===== src/rtl/tiny_dnn_pkg.sv =====
// Shared defaults, loop-dimension field widths and the saturation helper used by the
// tiny DNN output path.
package tiny_dnn_pkg;
   localparam int ACC_W_DEF = 32;
   localparam int OUT_W_DEF = 16;
   localparam int FRAC_DEF  = 8;
   localparam int DC_W      = 4;
   localparam int PIX_W     = 5;
   localparam int OS_W      = 10;
   localparam int OA_W      = 12;
   localparam int SAT_W     = 64;

   // Clamp a sign-extended value into the signed range of a w-bit result.
   function automatic logic signed [SAT_W-1:0] sat(input logic signed [SAT_W-1:0] x,
                                                   input int w);
      logic signed [SAT_W-1:0] hi;
      logic signed [SAT_W-1:0] lo;
      hi = (64'sd1 <<< (w - 1)) - 64'sd1;
      lo = -(64'sd1 <<< (w - 1));
      if (x > hi) return hi;
      else if (x < lo) return lo;
      else return x;
   endfunction
endpackage


===== src/rtl/tiny_dnn_out_ctl_loop1.sv =====
// loop1: one level of a nested loop counter; counts 0..last and reports wrap at the last index.
module loop1
   import tiny_dnn_pkg::*;
#(
   parameter int W = PIX_W
) (
   input  logic         clk,
   input  logic         rst,
   input  logic         clr,
   input  logic         en,
   input  logic [W-1:0] last,
   output logic [W-1:0] cnt,
   output logic         wrap
);
   logic [W-1:0] cnt_q;
   logic [W-1:0] cnt_d;

   // >= keeps the counter bounded if the limit shrinks mid-layer
   assign wrap = (cnt_q >= last);
   assign cnt  = cnt_q;

   always_comb begin
      cnt_d = cnt_q;
      if (clr) cnt_d = '0;
      else if (en) cnt_d = wrap ? '0 : cnt_q + 1'b1;
   end

   always_ff @(posedge clk or negedge rst) begin
      if (!rst) cnt_q <= '0;
      else cnt_q <= cnt_d;
   end
endmodule


===== src/rtl/tiny_dnn_out_ctl.sv =====
// Output controller: buffers finished pixels, adds bias, rescales/saturates and writes them out.
// Optional ReLU on the forward path is enabled by defining TINY_DNN_OUT_RELU_EN.
module tiny_dnn_out_ctl
   import tiny_dnn_pkg::*;
#(
   parameter int ACC_W = ACC_W_DEF,
   parameter int OUT_W = OUT_W_DEF,
   parameter int FRAC  = FRAC_DEF
) (
   input  logic                    clk,
   input  logic                    rst,
   input  logic                    s_init,
   input  logic                    backprop,
   input  logic                    k_fin,
   input  logic signed [ACC_W-1:0] acc,
   input  logic [DC_W-1:0]         dd,
   input  logic [PIX_W-1:0]        oh,
   input  logic [PIX_W-1:0]        ow,
   input  logic [OS_W-1:0]         os,
   input  logic                    out_stall,
   input  logic signed [OUT_W-1:0] bias,
   output logic                    out_busy,
   output logic                    outr,
   output logic [DC_W-1:0]         ba,
   output logic [OA_W-1:0]         oa,
   output logic                    owe,
   output logic [OUT_W-1:0]        odata,
   output logic                    ovf
);
   localparam int SUM_W = ((ACC_W > OUT_W + FRAC) ? ACC_W : OUT_W + FRAC) + 1;

   // Handshake: k_fin is a one-cycle push accepted unless out_busy (count==2) is high, in
   // which case it is dropped and ovf latches; the write port consumes a word whenever
   // owe=1, and out_stall=1 freezes every stage and holds owe low.
   logic signed [ACC_W-1:0] fifo0_q, fifo0_d, fifo1_q, fifo1_d, head;
   logic                    wr_ptr_q, wr_ptr_d, rd_ptr_q, rd_ptr_d;
   logic [1:0]              count_q, count_d;
   logic                    full, push, pop, drop, final_wr, last_iss;

   logic                    p1_vld_q, p1_vld_d, p1_new_q, p1_new_d, p1_last_q, p1_last_d;
   logic signed [ACC_W-1:0] p1_acc_q, p1_acc_d;
   logic signed [OUT_W-1:0] p1_bias_q, p1_bias_d, bias_eff;
   logic [OA_W-1:0]         p1_oa_q, p1_oa_d, oa_iss;

   logic                    p2_vld_q, p2_vld_d, p2_last_q, p2_last_d;
   logic [OA_W-1:0]         p2_oa_q, p2_oa_d;
   logic [OUT_W-1:0]        p2_data_q, p2_data_d, res;

   logic signed [SUM_W-1:0] acc_x, bias_x, sum, shifted;
   logic signed [SAT_W-1:0] wide;

   logic                    outr_q, outr_d, done_q, done_d, ovf_q, ovf_d;
   logic                    out_busy_q, out_busy_d;

   logic [DC_W-1:0]         dc_cnt;
   logic [PIX_W-1:0]        oy_cnt, ox_cnt;
   logic                    dc_wrap, oy_wrap, ox_wrap;

   // Counters step at pop; pops retire in order, so the sequence matches the write order.
   loop1 #(.W(PIX_W)) u_ox (
      .clk(clk), .rst(rst), .clr(s_init), .en(pop),
      .last(ow), .cnt(ox_cnt), .wrap(ox_wrap)
   );
   loop1 #(.W(PIX_W)) u_oy (
      .clk(clk), .rst(rst), .clr(s_init), .en(pop & ox_wrap),
      .last(oh), .cnt(oy_cnt), .wrap(oy_wrap)
   );
   loop1 #(.W(DC_W)) u_dc (
      .clk(clk), .rst(rst), .clr(s_init), .en(pop & ox_wrap & oy_wrap),
      .last(dd), .cnt(dc_cnt), .wrap(dc_wrap)
   );

   assign full     = (count_q == 2'd2);
   assign head     = rd_ptr_q ? fifo1_q : fifo0_q;
   assign owe      = p2_vld_q & ~out_stall;
   assign final_wr = owe & p2_last_q;
   assign last_iss = ox_wrap & oy_wrap & dc_wrap;
   assign pop      = (count_q != 2'd0) & ~out_stall & ~done_q & ~s_init;
   assign push     = k_fin & outr_q & ~full & ~final_wr;
   assign drop     = k_fin & outr_q & full;
   assign oa_iss   = OA_W'(dc_cnt) * OA_W'(os) + OA_W'(oy_cnt) * (OA_W'(ow) + 1'b1)
                     + OA_W'(ox_cnt);

   always_comb begin
      fifo0_d  = fifo0_q;
      fifo1_d  = fifo1_q;
      wr_ptr_d = wr_ptr_q;
      rd_ptr_d = rd_ptr_q;
      count_d  = count_q;
      if (s_init) begin
         // a k_fin coincident with s_init lands in the freshly cleared buffer
         rd_ptr_d = 1'b0;
         wr_ptr_d = k_fin;
         count_d  = {1'b0, k_fin};
         if (k_fin) fifo0_d = acc;
      end else if (final_wr) begin
         rd_ptr_d = 1'b0;
         wr_ptr_d = 1'b0;
         count_d  = 2'd0;
      end else begin
         if (push) begin
            if (wr_ptr_q) fifo1_d = acc;
            else fifo0_d = acc;
            wr_ptr_d = ~wr_ptr_q;
         end
         if (pop) rd_ptr_d = ~rd_ptr_q;
         count_d = count_q + {1'b0, push} - {1'b0, pop};
      end
   end

   always_comb begin
      // bias answers the address of the previous cycle; keep it if P1 is held by a stall
      bias_eff  = p1_new_q ? bias : p1_bias_q;
      p1_bias_d = bias_eff;
      p1_new_d  = pop;
      acc_x     = {{(SUM_W-ACC_W){p1_acc_q[ACC_W-1]}}, p1_acc_q};
      bias_x    = {{(SUM_W-OUT_W){bias_eff[OUT_W-1]}}, bias_eff};
      sum       = backprop ? acc_x : acc_x + (bias_x <<< FRAC);
      shifted   = sum >>> FRAC;
      wide      = {{(SAT_W-SUM_W){shifted[SUM_W-1]}}, shifted};
      res       = OUT_W'(sat(wide, OUT_W));
`ifdef TINY_DNN_OUT_RELU_EN
      if (!backprop && res[OUT_W-1]) res = '0;
`endif
      p1_vld_d  = p1_vld_q;
      p1_acc_d  = p1_acc_q;
      p1_oa_d   = p1_oa_q;
      p1_last_d = p1_last_q;
      p2_vld_d  = p2_vld_q;
      p2_oa_d   = p2_oa_q;
      p2_last_d = p2_last_q;
      p2_data_d = p2_data_q;
      if (s_init) begin
         p1_vld_d = 1'b0;
         p2_vld_d = 1'b0;
      end else if (!out_stall) begin
         p1_vld_d = pop;
         if (pop) begin
            p1_acc_d  = head;
            p1_oa_d   = oa_iss;
            p1_last_d = last_iss;
         end
         p2_vld_d = p1_vld_q;
         if (p1_vld_q) begin
            p2_oa_d   = p1_oa_q;
            p2_last_d = p1_last_q;
            p2_data_d = res;
         end
      end
   end

   always_comb begin
      outr_d     = s_init ? 1'b1 : (final_wr ? 1'b0 : outr_q);
      done_d     = s_init ? 1'b0 : (done_q | (pop & last_iss));
      ovf_d      = s_init ? 1'b0 : (ovf_q | drop);
      out_busy_d = (count_d == 2'd2);
   end

   always_ff @(posedge clk or negedge rst) begin
      if (!rst) begin
         fifo0_q    <= '0;
         fifo1_q    <= '0;
         wr_ptr_q   <= 1'b0;
         rd_ptr_q   <= 1'b0;
         count_q    <= 2'd0;
         p1_vld_q   <= 1'b0;
         p1_new_q   <= 1'b0;
         p1_last_q  <= 1'b0;
         p1_acc_q   <= '0;
         p1_bias_q  <= '0;
         p1_oa_q    <= '0;
         p2_vld_q   <= 1'b0;
         p2_last_q  <= 1'b0;
         p2_oa_q    <= '0;
         p2_data_q  <= '0;
         outr_q     <= 1'b0;
         done_q     <= 1'b0;
         ovf_q      <= 1'b0;
         out_busy_q <= 1'b0;
      end else begin
         fifo0_q    <= fifo0_d;
         fifo1_q    <= fifo1_d;
         wr_ptr_q   <= wr_ptr_d;
         rd_ptr_q   <= rd_ptr_d;
         count_q    <= count_d;
         p1_vld_q   <= p1_vld_d;
         p1_new_q   <= p1_new_d;
         p1_last_q  <= p1_last_d;
         p1_acc_q   <= p1_acc_d;
         p1_bias_q  <= p1_bias_d;
         p1_oa_q    <= p1_oa_d;
         p2_vld_q   <= p2_vld_d;
         p2_last_q  <= p2_last_d;
         p2_oa_q    <= p2_oa_d;
         p2_data_q  <= p2_data_d;
         outr_q     <= outr_d;
         done_q     <= done_d;
         ovf_q      <= ovf_d;
         out_busy_q <= out_busy_d;
      end
   end

   assign out_busy = out_busy_q;
   assign outr     = outr_q;
   assign ba       = dc_cnt;
   assign oa       = p2_oa_q;
   assign odata    = p2_data_q;
   assign ovf      = ovf_q;
endmodule


===== config.mk =====
export PLATFORM = sky130hd
export DESIGN_NAME = tiny_dnn_out_ctl
export DESIGN_NICKNAME = d
export VERILOG_FILES = /design/src/rtl/tiny_dnn_pkg.sv /design/src/rtl/tiny_dnn_out_ctl_loop1.sv /design/src/rtl/tiny_dnn_out_ctl.sv
export SDC_FILE = /design/constraint.sdc
export NUM_CORES = 1
export LEC_CHECK = 0
export ABC_AREA = 1
export ABC_CLOCK_PERIOD_IN_PS = 13300
export BUFFER_PORTS_ARGS = -buffer_cell sky130_fd_sc_hd__buf_2
export CORE_UTILIZATION = 35
export CTS_CLUSTER_SIZE = 28
export DETAILED_ROUTE_END_ITERATION = 10
export GPL_ROUTABILITY_DRIVEN = 0
export GPL_TIMING_DRIVEN = 0
export PLACE_DENSITY = 0.6
export SYNTH_ARGS = -nofsm -noshare
export SYNTH_HDL_FRONTEND = slang
export SYNTH_SLANG_ARGS = --single-unit
export TNS_END_PERCENT = 30

===== constraint.sdc =====
create_clock -name clk -period 13.3 [get_ports clk]
set_input_delay 1.33 -clock clk [delete_from_list [all_inputs] [get_ports clk]]
set_output_delay 1.33 -clock clk [all_outputs]
set_load 0.01 [all_outputs]

==> summary.md, run 1 <==
| Metric | Value |
|---|---|
| Clock Sinks | 155 |
| Sw Ratio | 45.3% |
| Final layout net count | roughly 1800 |
| Synth Flop Type | dfrtp_1 |
| Synthesized area | 11400 sq um |
| Synth warnings | 0 |
| Comb power frac | 51.1% |
| Die area | 33200 sq um |
| Hold_sp | oa[9] |
| Vias in the first global route | 9187 |
| Post-synth cell types | 48 |
| Clock skew | 12.4 ps |
| Leak | approximately 7 nW |
| Max Fclk | 162 MHz |
| Final setup fails | 0 |
| Worst Hold Class | reg -> reg |
| Core area | 31800 sq um |
| Register bit total from synthesis | 155 |
| Most common cell after layout, fill and taps aside | nand2_1 |
| Startpoint types | input pin |
| Final Hold Vio Count | 0 |
| Reg2Reg Setup Slack | roughly 7700 ps |
| Most frequent cells in the layout | 417 x nand2_1, 265 x inv_1, 155 x dfrtp_1 |
| Fillers | 3246 |
| Data arrival, critical path | about 6500 ps |
| Port Buffer Count | 104 |
| Slew Viols, Final | 0 |
| WP data required | 13590 ps |
| Net Sw Power | about 1.1 mW |
| Clk Latency, worst-skew pair | 430 ps |
| Slew margin rel. | 49.2% |
| R2R depth | 20 |
| R2R Path End | p1_oa_q[10] |
| Layout cell share with drive strength beyond 1 | between 10% and 20% |
| Yosys top cell by area | dfrtp_1 |
| Power share of the clock group | approximately a fifth |
| Critical path's largest stage delay | 540 ps |
| DRT antenna net count | 0 |
| Synth async-reset ratio | 100% |
| Pint | 1.38 mW |
| Top cells by area, synth | dfrtp_1 34%, nand2_1 14%, inv_1 8.7% |
| Critical path's most frequent cell | fa_1 |
| Initial antenna violation count | 5 |
| Fin crit period | 6170 ps |
| Rows | 65 |
| Final period utilization | 46.4% |
| Syn_nets | 1686 |
| Initial Utilization | 35.8% |
| Register area share after synthesis | about a third |
| Starting DRT DRC Count | 755 |
| Design area | between 10000 and 15000 sq um |
| Root Driver | clkbuf_16 |
| Status | complete, no violations |
| PD cells | 193 nW/um^2 |
| Worst reg2reg startpoint | u_dc.cnt[2] |
| Peak supply drop | between 100 and 150 uV |
| RSZ-0062 raised after global routing | no |
| Clock Path Buffers | 2 |
| Kind of critical path | in -> reg |
| Post-synth EDFFs | 0 |
| WHS Endpoint | oa[9] |
| Layout area overhead | 15.0% |
| Tot GR Track Use | 18.6% |
| Critical path, cell by cell | buf_2 > ha_1 > nand3_1 > xor2_1 > nor2_1 > fa_1 > inv_1 > fa_1 > inv_1 > fa_1 > fa_1 > inv_1 > fa_1 > inv_1 > ha_1 > a31oi_1 > o21ai_0 > nand2_1 > a21oi_1 > nor2_1 > xor2_1 > o21ai_0 |
| Worst Hold Depth | 2 |
| CTS clk-pin slew, worst paths | around 60 ps |
| CTS tree | yes |
| Die H | 182 um |
| Worst-path maximum fanout | 8 |
| Routed WL | 29700 um |
| Die width | 182 um |
| Mean Syn Cell Area | 7.68 sq um |
| Max Cap Viol | 0 |
| Yosys top cell area share | 34.1% |
| Part of the power in registers | a little under 30% |
| Post-CTS setup buffers | 0 |
| Slew @ Worst Pin | 763 ps |
| H-Tree Depth | 4 |
| DR vias | 9682 |
| Largest net degree at the start of global routing | between 90 and 100 |
| DRT Pass-1 Iters | 5 |
| TNS Setup | 0 ps |
| Vias per cell | 4.72 |
| Placed Area | between 10000 and 15000 sq um |
| First-pass GRT wire length | 48300 um |
| WL/cell | 14.5 um |
| Num CTS Buffers | 17 |
| Synth Instances | 1481 |
| Post-CTS Resized | 0 |
| CP max stage cell | fa_1 |
| CTS Hold Bufs | 0 |
| Endpoint class of the critical path | register |
| Remaining global-route overflow | 0 |
| DR DRC count | 0 |
| Detailed placer's ending HPWL | 23500 um |
| Number of top-level pins | between 100 and 150 |
## flip-flops by register name (all words and copies together), names as in the netlist
| signal | flops |
|---|---|
| count_q | 2 |
| done_q | 1 |
| fifo0_q | 24 |
| fifo1_q | 24 |
| oa | 12 |
| odata | 16 |
| out_busy | 1 |
| outr | 1 |
| ovf | 1 |
| p1_acc_q | 24 |
| p1_bias_q | 16 |
| p1_last_q | 1 |
| p1_new_q | 1 |
| p1_oa_q | 12 |
| p1_vld_q | 1 |
| p2_last_q | 1 |
| p2_vld_q | 1 |
| rd_ptr_q | 1 |
| u_dc.cnt | 4 |
| u_ox.cnt | 5 |
| u_oy.cnt | 5 |
| wr_ptr_q | 1 |
## worst max-delay path: cells and delay by family
family / cells / cell delay, ps
AOI/OAI and AO/OA: 4 / 620
xor gates and xnor gates: 2 / 640
adders and majority gates: 7 / 3110
buffers and inverters: 5 / 350
and+or+nand+nor: 4 / 400
## routing by layer
| layer | part of all wire (%) | up-vias | track usage, % |
|---|---|---|---|
| met5 | 0.15 | - | 0 |
| met4 | 1.9 | 8 | 5.28 |
| met3 | 5.4 | 40 | 3.45 |
| met2 | 44 | 238 | 28.7 |
| met1 | 48 | 4506 | 26.5 |
| li1 | - | 4890 | - |
## logic make-up after synthesis
| kind of cell | Yosys count | synth area share, % |
|---|---|---|
| AND/OR/NAND/NOR | 640 | 23.9 |
| XOR/XNOR | 27 | 2.08 |
| adder cells (fa/ha/maj) | 127 | 17.1 |
| multiplexers | 25 | 2.47 |
| buffers and inverters | 313 | 10.6 |
| AO/OA/AOI/OAI | 194 | 9.69 |
| flip-flops | 155 | 34.1 |
## synthesized netlist by cell type, types with 2 or more instances
library cell	count
a21oi_1	36
a21oi_2	13
a31oi_1	2
buf_2	4
clkbuf_1	35
clkinv_1	2
dfrtp_1	155
fa_1	48
ha_1	79
inv_1	265
inv_2	4
mux2_2	25
nand2_1	417
nand2_2	20
nand3_1	67
nand3_2	8
nand4_1	15
nor2_1	85
nor2_2	9
nor3_1	4
o211ai_1	10
o21a_1	3
o21ai_0	114
o22ai_1	7
or2_2	6
xnor2_1	9
xor2_1	18
## power groups by stage
stage	combinational, mW	sequential, mW	clock, mW
2_1_floorplan	0.941	0.720	0
3_3_place_gp	1.26	0.736	0
3_5_place_dp	1.28	0.741	0
4_1_cts	1.28	0.733	0.511
5_1_grt	1.46	0.753	0.527
6_report	1.29	0.736	0.497
## area by class of cell
type / count / area, sq um / area share (%)
diodes: 1 / 2.50 / 0.0191
flip-flops and latches: 155 / 3880 / 29.6
well taps: 435 / 544 / 4.16
repair buffers: 105 / 558 / 4.27
inverters: 271 / 1020 / 7.77
clock buffers: 20 / 467 / 3.57
plain buffers: 42 / 194 / 1.48
clock inverters: 11 / 134 / 1.02
multi-input cells: 1013 / 6290 / 48.1
## worst max-delay path by stage
stage | startpoint | endpoint | slack [ps]
5_1_grt | ow[0] | p1_oa_q[10] | 6760
3_5_place_dp | ow[0] | p1_oa_q[10] | 6670
4_1_cts | ow[0] | p1_oa_q[10] | 7120
3_3_place_gp | ow[0] | p1_oa_q[10] | 6730
6_report | ow[0] | p1_oa_q[10] | 7130
2_1_floorplan | ow[0] | p1_oa_q[9] | 7300
## stage by stage
step           cells  worst slack (ps)  power (mW)  utilization [%]  hold slack [ps]
2_1_floorplan   1481              7300        1.66                -              444
3_3_place_gp    2020              6730        1.99             39.1              455
3_5_place_dp    2021              6670        2.02             39.2              459
4_1_cts         2052              7120        2.53             41.1              474
5_1_grt         2052              6760        2.74             41.1              498
6_report        2053              7130        2.52             41.1              468
Note: power is estimated with default switching activity, not from simulation.
==> run 2: changes to the inputs <==
- ABC_CLOCK_PERIOD_IN_PS: 13300 -> 5300
- PLACE_DENSITY: 0.6 -> 0.62
- clock period: 13.3 -> 5.3 ns (I/O delays scaled with it)
==> summary.md, run 2 (synthesis results as in run 1) <==
| Metric | Value |
|---|---|
| Status | finished, violations left |
| Violated checks | negative hold slack |
| Clock Path Buffers | 2 (unchanged) |
| Core area | 31800 sq um (unchanged) |
| Remaining global-route overflow | 0 (unchanged) |
| Starting DRT DRC Count | 660 (-13%) |
| Final layout net count | 1812 (+0.11%) |
| R2R depth | 20 (unchanged) |
| Layout cell share with drive strength beyond 1 | 15.5% (+0.91 points) |
| Fin crit period | between 5000 and 6000 ps |
| Final hold slack | -3.69 ps (-471 ps) |
| Slew @ Worst Pin | 792 ps (+29.1 ps) |
| H-Tree Depth | 4 (unchanged) |
| Port Buffer Count | 104 (unchanged) |
| Endpoint class of the critical path | register |
| Layout area overhead | 15.1% |
| Number of top-level pins | 114 (unchanged) |
| Max Fclk | slightly below 200 MHz |
| Final setup fails | 0 (unchanged) |
| Critical path, cell by cell | clkbuf_4 > ha_2 > nand3_1 > xor2_2 > nor2_1 > fa_1 > inv_1 > fa_1 > inv_1 > fa_1 > fa_1 > inv_1 > fa_1 > inv_1 > ha_1 > a21oi_1 > inv_1 > a31oi_2 > o21ai_1 > nand2_1 > a21oi_1 > nor2_1 > xor2_1 > o21ai_0 |
| Die area | 33200 sq um (unchanged) |
| Worst Hold Class | in -> async |
| Slew Viols, Final | 0 (unchanged) |
| Clock Sinks | 155 (unchanged) |
| Data arrival, critical path | 5370 ps (-1090 ps) |
| Num CTS Buffers | 17 (unchanged) |
| Worst Setup EP | p1_oa_q[10] |
| Reg2Reg Setup Slack | 240 ps (-7460 ps) |
| Most common cell after layout, fill and taps aside | nand2_1 |
| Vias in the first global route | 9301 (+1.2%) |
| Die H | 182 um (unchanged) |
| Max Cap Viol | 0 (unchanged) |
| Net Sw Power | 2.89 mW (+150%) |
| Final Hold Vio Count | 1 (+1) |
| WP data required | 5590 ps (-8000 ps) |
| CTS tree | yes |
| CP top delay family | adder cells |
| First-pass GRT wire length | 48100 um (-0.36%) |
| Buf+Inv Stages, Crit Path | 6 (+1) |
| Part of the power in registers | 29.5% (+0.3 points) |
| R2R Path End | p1_oa_q[10] |
| Tot Pwr | 6.23 mW (+150%) |
| DR DRC count | 0 (unchanged) |
| Power share of the clock group | 18.4% (-1.3 points) |
| DRT antenna net count | 0 (unchanged) |
| Pint | 3.33 mW (+140%) |
| Slew margin rel. | 47.2% (-1.9 points) |
| Peak supply drop | 305 uV (+170%) |
| Rows | 65 (unchanged) |
| PD cells | 475 nW/um^2 (+150%) |
| Final period utilization | 95.8% |
| Initial antenna violation count | 6 (+1) |
| Kind of critical path | in -> reg |
| CTS clk-pin slew, worst paths | 70 ps (about the same) |
| DRT Pass-1 Iters | 5 (unchanged) |
| WL/cell | 14.4 um (-0.33%) |
| Placed Area | 12500 sq um (unchanged) |
| Largest registers | fifo0_q: 24 flops, fifo1_q: 24 flops, p1_acc_q: 24 flops |
| Worst-path maximum fanout | 8 (unchanged) |
| WP depth | 24 (+9.1%) |
| CTS Hold Bufs | 0 (unchanged) |
| Die width | 182 um (unchanged) |
| Initial Utilization | 35.8% (unchanged) |
| Design area | 13100 sq um (+0.12%) |
| Sw Ratio | 46.5% (+1.2 points) |
| CP startpoint | ow[0] |
| CP max stage cell | fa_1 |
| Leak | 6.99 nW (-0.17%) |
| RSZ-0062 raised after global routing | no |
| Tot GR Track Use | 18.5% (-0.12 points) |
| Startpoint types | input pin |
| Worst reg2reg startpoint | u_oy.cnt[4] |
| Detailed placer's ending HPWL | 23700 um (+0.93%) |
| Vias per cell | 4.73 (+0.21%) |
| Clock skew | 10.5 ps (-1.88 ps) |
| Critical path's largest stage delay | 550 ps (about the same) |
| Clk Latency, worst-skew pair | 430 ps (about the same) |
| Comb power frac | 52.1% (+1.0 points) |
| DR vias | 9712 (+0.31%) |
| Largest net degree at the start of global routing | 102 (+4.1%) |
| Root Driver | clkbuf_16 |
| Routed WL | 29600 um (-0.23%) |
| Most frequent cells in the layout | 417 x nand2_1, 264 x inv_1, 153 x dfrtp_1 |
## run 2: how the worst min path moves through the flow
| stage | endpoint | cells past startpoint | slack, ps |
|---|---|---|---|
| after global placement | oa[10] | 2 | 450 |
| after global routing | p1_bias_q[11] | 1 | 30 |
| after CTS | p1_bias_q[11] | 1 | 10 |
| after floorplan | count_q[0] | 0 | 230 |
| after detailed placement | fifo0_q[19] | 2 | 460 |
| final | p1_bias_q[11] | 1 | -4 |
## run 2: worst register-to-register path: cells and delay by family, from the launching register on
kind / cells / cell delay [ps]
adders and majority gates: 6 / 2790
and+or+nand+nor: 3 / 470
AOI/OAI and AO/OA: 5 / 640
xor gates and xnor gates: 1 / 270
DFF: 1 / 420
buffers and inverters: 5 / 340
## run 2: through the flow
stage / setup slack [ps] / TNS (ps) / hold slack [ps] / util [%] / instances
3_3_place_gp: -456 / -1470 / 454 / 39.1 / 2020
6_report: 224 / 0 / -3.69 / 41.2 / 2055
3_5_place_dp: -628 / -2210 / 461 / 39.2 / 2021
2_1_floorplan: 104 / 0 / 234 / - / 1481
4_1_cts: 2.03 / 0 / 12.4 / 41.1 / 2053
5_1_grt: 9.30 / 0 / 31.2 / 41.2 / 2054
## run 2: layer usage
metal  up-vias  global-route usage [%]  wire [um]
li1       4867                       -          -
met4         8                    4.97        488
met2       226                    28.8      13200
met5         -                       0         46
met1      4571                    26.1      14300
met3        40                    3.49       1560
## run 2: area by class of cell
| cell class | instances | area, sq um |
|---|---|---|
| clock inverters | 14 | 115 |
| diodes | 1 | 2.50 |
| inverters | 271 | 1020 |
| plain buffers | 42 | 220 |
| well taps | 435 | 544 |
| multi-input cells | 1013 | 6320 |
| clock buffers | 17 | 425 |
| fillers | 3286 | 18700 |
| flip-flops and latches | 155 | 3880 |
| repair buffers | 107 | 576 |
## run 2: repair_timing
item / 4_1_cts / 5_1_grt
setup endpoints to repair: 3 / 3
buffers inserted: 1 / 1
gates resized for setup: 8 / 18
pin swaps: 2 / 1
## run 2: power by group through the flow
| stage | Clock (mW) | Sequential [mW] | Combinational, mW |
|---|---|---|---|
| floorplan | 0 | 1.81 | 2.36 |
| global placement | 0 | 1.84 | 3.14 |
| detailed placement | 0 | 1.86 | 3.21 |
| CTS | 1.17 | 1.84 | 3.22 |
| global route | 1.23 | 1.88 | 3.68 |
| finish | 1.15 | 1.84 | 3.24 |
==> run 3: changes to the inputs <==
- CELL_PAD_IN_SITES_DETAIL_PLACEMENT: unset -> 2
- CELL_PAD_IN_SITES_GLOBAL_PLACEMENT: unset -> 2
- CORE_UTILIZATION: 35 -> 32
- HOLD_SLACK_MARGIN: unset -> 0.05
- PLACE_DENSITY: 0.62 -> 0.85
==> summary.md, run 3 (synthesis results as in run 1) <==
| Metric | Value |
|---|---|
| Post-Place Cells | 2041 (+0.99%) |
| Die width | 191 um (+4.5%) |
| Critical path's largest stage delay | 570 ps (+20 ps) |
| Routed WL | 43600 um (+47%) |
| Tot GR Track Use | 24.6% (+6.2 points) |
| Register Area | 3880 sq um (about the same) |
| Critical path's most frequent cell | fa_1 |
| Initial Utilization | 32.7% (-3.1 points) |
| Clk Latency, worst-skew pair | 440 ps (about the same) |
| Rows | 68 (+4.6%) |
| Clock skew | 17.3 ps (+6.81 ps) |
| Root Driver | clkbuf_16 |
| Final setup fails | 0 (unchanged) |
| Fin util | 38.3% (-2.9 points) |
| PD cells | 506 nW/um^2 (+6.5%) |
| Slew Viols, Final | 0 (unchanged) |
| Slew margin rel. | 46.5% (-0.72 points) |
| Place WS | -787 ps (-159 ps) |
| DR vias | 10600 (+8.9%) |
| Area occupied by multi-input gates | 6420 sq um (+1.5%) |
| Critical path, cell by cell | clkbuf_4 > ha_4 > nand3_1 > xor2_2 > buf_4 > nor2_1 > fa_1 > fa_1 > fa_1 > inv_1 > fa_1 > inv_1 > ha_1 > ha_4 > nand2_1 > nor2_1 > nand2_1 > o211ai_1 > a31oi_2 > or2_2 > nand3_1 > o21ai_0 |
| TNS Setup | 0 ps (unchanged) |
| Most frequent cells in the layout | 416 x nand2_1, 262 x inv_1, 152 x dfrtp_1 |
| CTS tree | yes |
| Placed Area | 12500 sq um (+0.20%) |
| Final layout net count | 1819 (+0.39%) |
| Worst-path maximum fanout | 8 (unchanged) |
| Startpoint types | input pin |
| Core area | 34800 sq um (+9.4%) |
| Design area | 13300 sq um (+1.7%) |
| Kind of critical path | in -> reg |
| Diode count | 0 (-1) |
| First-pass GRT wire length | 67900 um (+41%) |
| Peak supply drop | 284 uV (-6.8%) |
| Max Cap Viol | 0 (unchanged) |
| Clock Sinks | 155 (unchanged) |
| Port Buffer Count | 104 (unchanged) |
| Final cell count without fillers | 2081 (+1.3%) |
| Fillers | 3976 (+21%) |
| Clock Path Buffers | 2 (unchanged) |
| Detailed placer's ending HPWL | 32800 um (+38%) |
| Final period utilization | 99.2% (+3.4 points) |
| Largest registers | fifo0_q: 24 flops, fifo1_q: 24 flops, p1_acc_q: 24 flops |
| Final WS setup | 41.6 ps (-182 ps) |
| Initial antenna violation count | 0 (-6) |
| Data arrival, critical path | 5530 ps (+160 ps) |
| Worst Hold Class | in -> reg |
| Starting DRT DRC Count | 523 (-21%) |
| Tot Pwr | 6.75 mW (+8.3%) |
| Final hold slack | 312 ps (+315 ps) |
| Vias per cell | 5.08 (+7.6%) |
| DRT Pass-1 Iters | 5 (unchanged) |
| Leak | 7.04 nW (+0.75%) |
| Die area | 36300 sq um (+9.3%) |
| CP max stage cell | fa_1 |
| Endpoint class of the critical path | register |
| Layout cell share with drive strength beyond 1 | 16.6% (+1.1 points) |
| CTS clk-pin slew, worst paths | 70 ps (about the same) |
| Vias in the first global route | 12200 (+31%) |
| Layout area overhead | 17.1% |
| DR DRC count | 0 (unchanged) |
| Num CTS Buffers | 17 (unchanged) |
| Most common cell after layout, fill and taps aside | nand2_1 |
| Number of top-level pins | 114 (unchanged) |
| Die H | 191 um (+4.5%) |
| Fin crit period | 5260 ps (+182 ps) |
| Slew @ Worst Pin | 802 ps (+10.7 ps) |
| WP data required | 5570 ps (-20 ps) |
| Largest net degree at the start of global routing | 97 (-4.9%) |
| WL/cell | 21.0 um (+45%) |
| Remaining global-route overflow | 0 (unchanged) |
| Final Hold Vio Count | 0 (-1) |
| H-Tree Depth | 4 (unchanged) |
| DRT antenna net count | 0 (unchanged) |
| Max Fclk | 190 MHz (-3.5%) |
| Status | complete, no violations |
-- run 3: cell types whose count changed in the layout (fill, tap and decap cells not counted), moves of 2 or more --
cell,delta
buf_4,+6
ha_4,+5
clkbuf_8,+3
ha_1,-3
nor2_1,-3
nor2_2,+3
buf_6,-2
bufinv_16,+2
clkbuf_1,+2
ha_2,-2
inv_1,-2
inv_2,+2
-- run 3: routing by layer --
metal	part of all wire, %	wire length [um]	vias to the layer above	global-route usage (%)
li1	-	-	4884	-
met1	43	18700	5384	30.1
met2	50	21800	231	43.3
met3	4.0	1750	80	3.94
met4	3.0	1310	0	9.05
met5	0	0	-	0
-- run 3: cell type report --
| class | instances | share of cell area, % |
|---|---|---|
| multi-input cells | 1013 | 48.1 |
| flip-flops and latches | 155 | 29.1 |
| inverters | 271 | 7.66 |
| repair buffers | 114 | 4.73 |
| well taps | 455 | 4.27 |
| clock buffers | 20 | 3.35 |
| plain buffers | 42 | 1.69 |
| clock inverters | 11 | 1.01 |
-- run 3: critical path: cells and delay by family --
family          cells  cell delay, ps
compound gates      3             330
xor+xnor            1             180
fa+ha+maj           7            2950
buf+inv             4             490
simple gates        7            1060
-- run 3: path summary, 6_finish.rpt --
| path | slack, ps | start | depth (start not counted) | endpoint |
|---|---|---|---|---|
| max | 40 | ow[0] | 22 | p1_oa_q[11] |
| max reg2reg | 200 | u_oy.cnt[1] | 20 | p1_oa_q[11] |
| min in group asynchronous | 600 | rst | 2 | p1_bias_q[11] |
| min reg2reg | 480 | oa[8] | 2 | oa[8] |
| max in group asynchronous | 3810 | rst | 3 | u_dc.cnt[1] |
| min | 310 | acc[17] | 3 | fifo1_q[17] |
-- run 3: timing repair --
item,CTS,global route
buffers inserted,5,3
gates resized for setup,22,21
endpoints found under the hold margin,10,0
pin swaps,3,8
hold buffers,1,0
endpoints found under the setup margin,5,3
-- run 3: power by group --
part,switching [mW],internal (mW)
Combinational,2.42,1.16
Clock,0.566,0.713
Sequential,0.302,1.59
Total,3.29,3.46
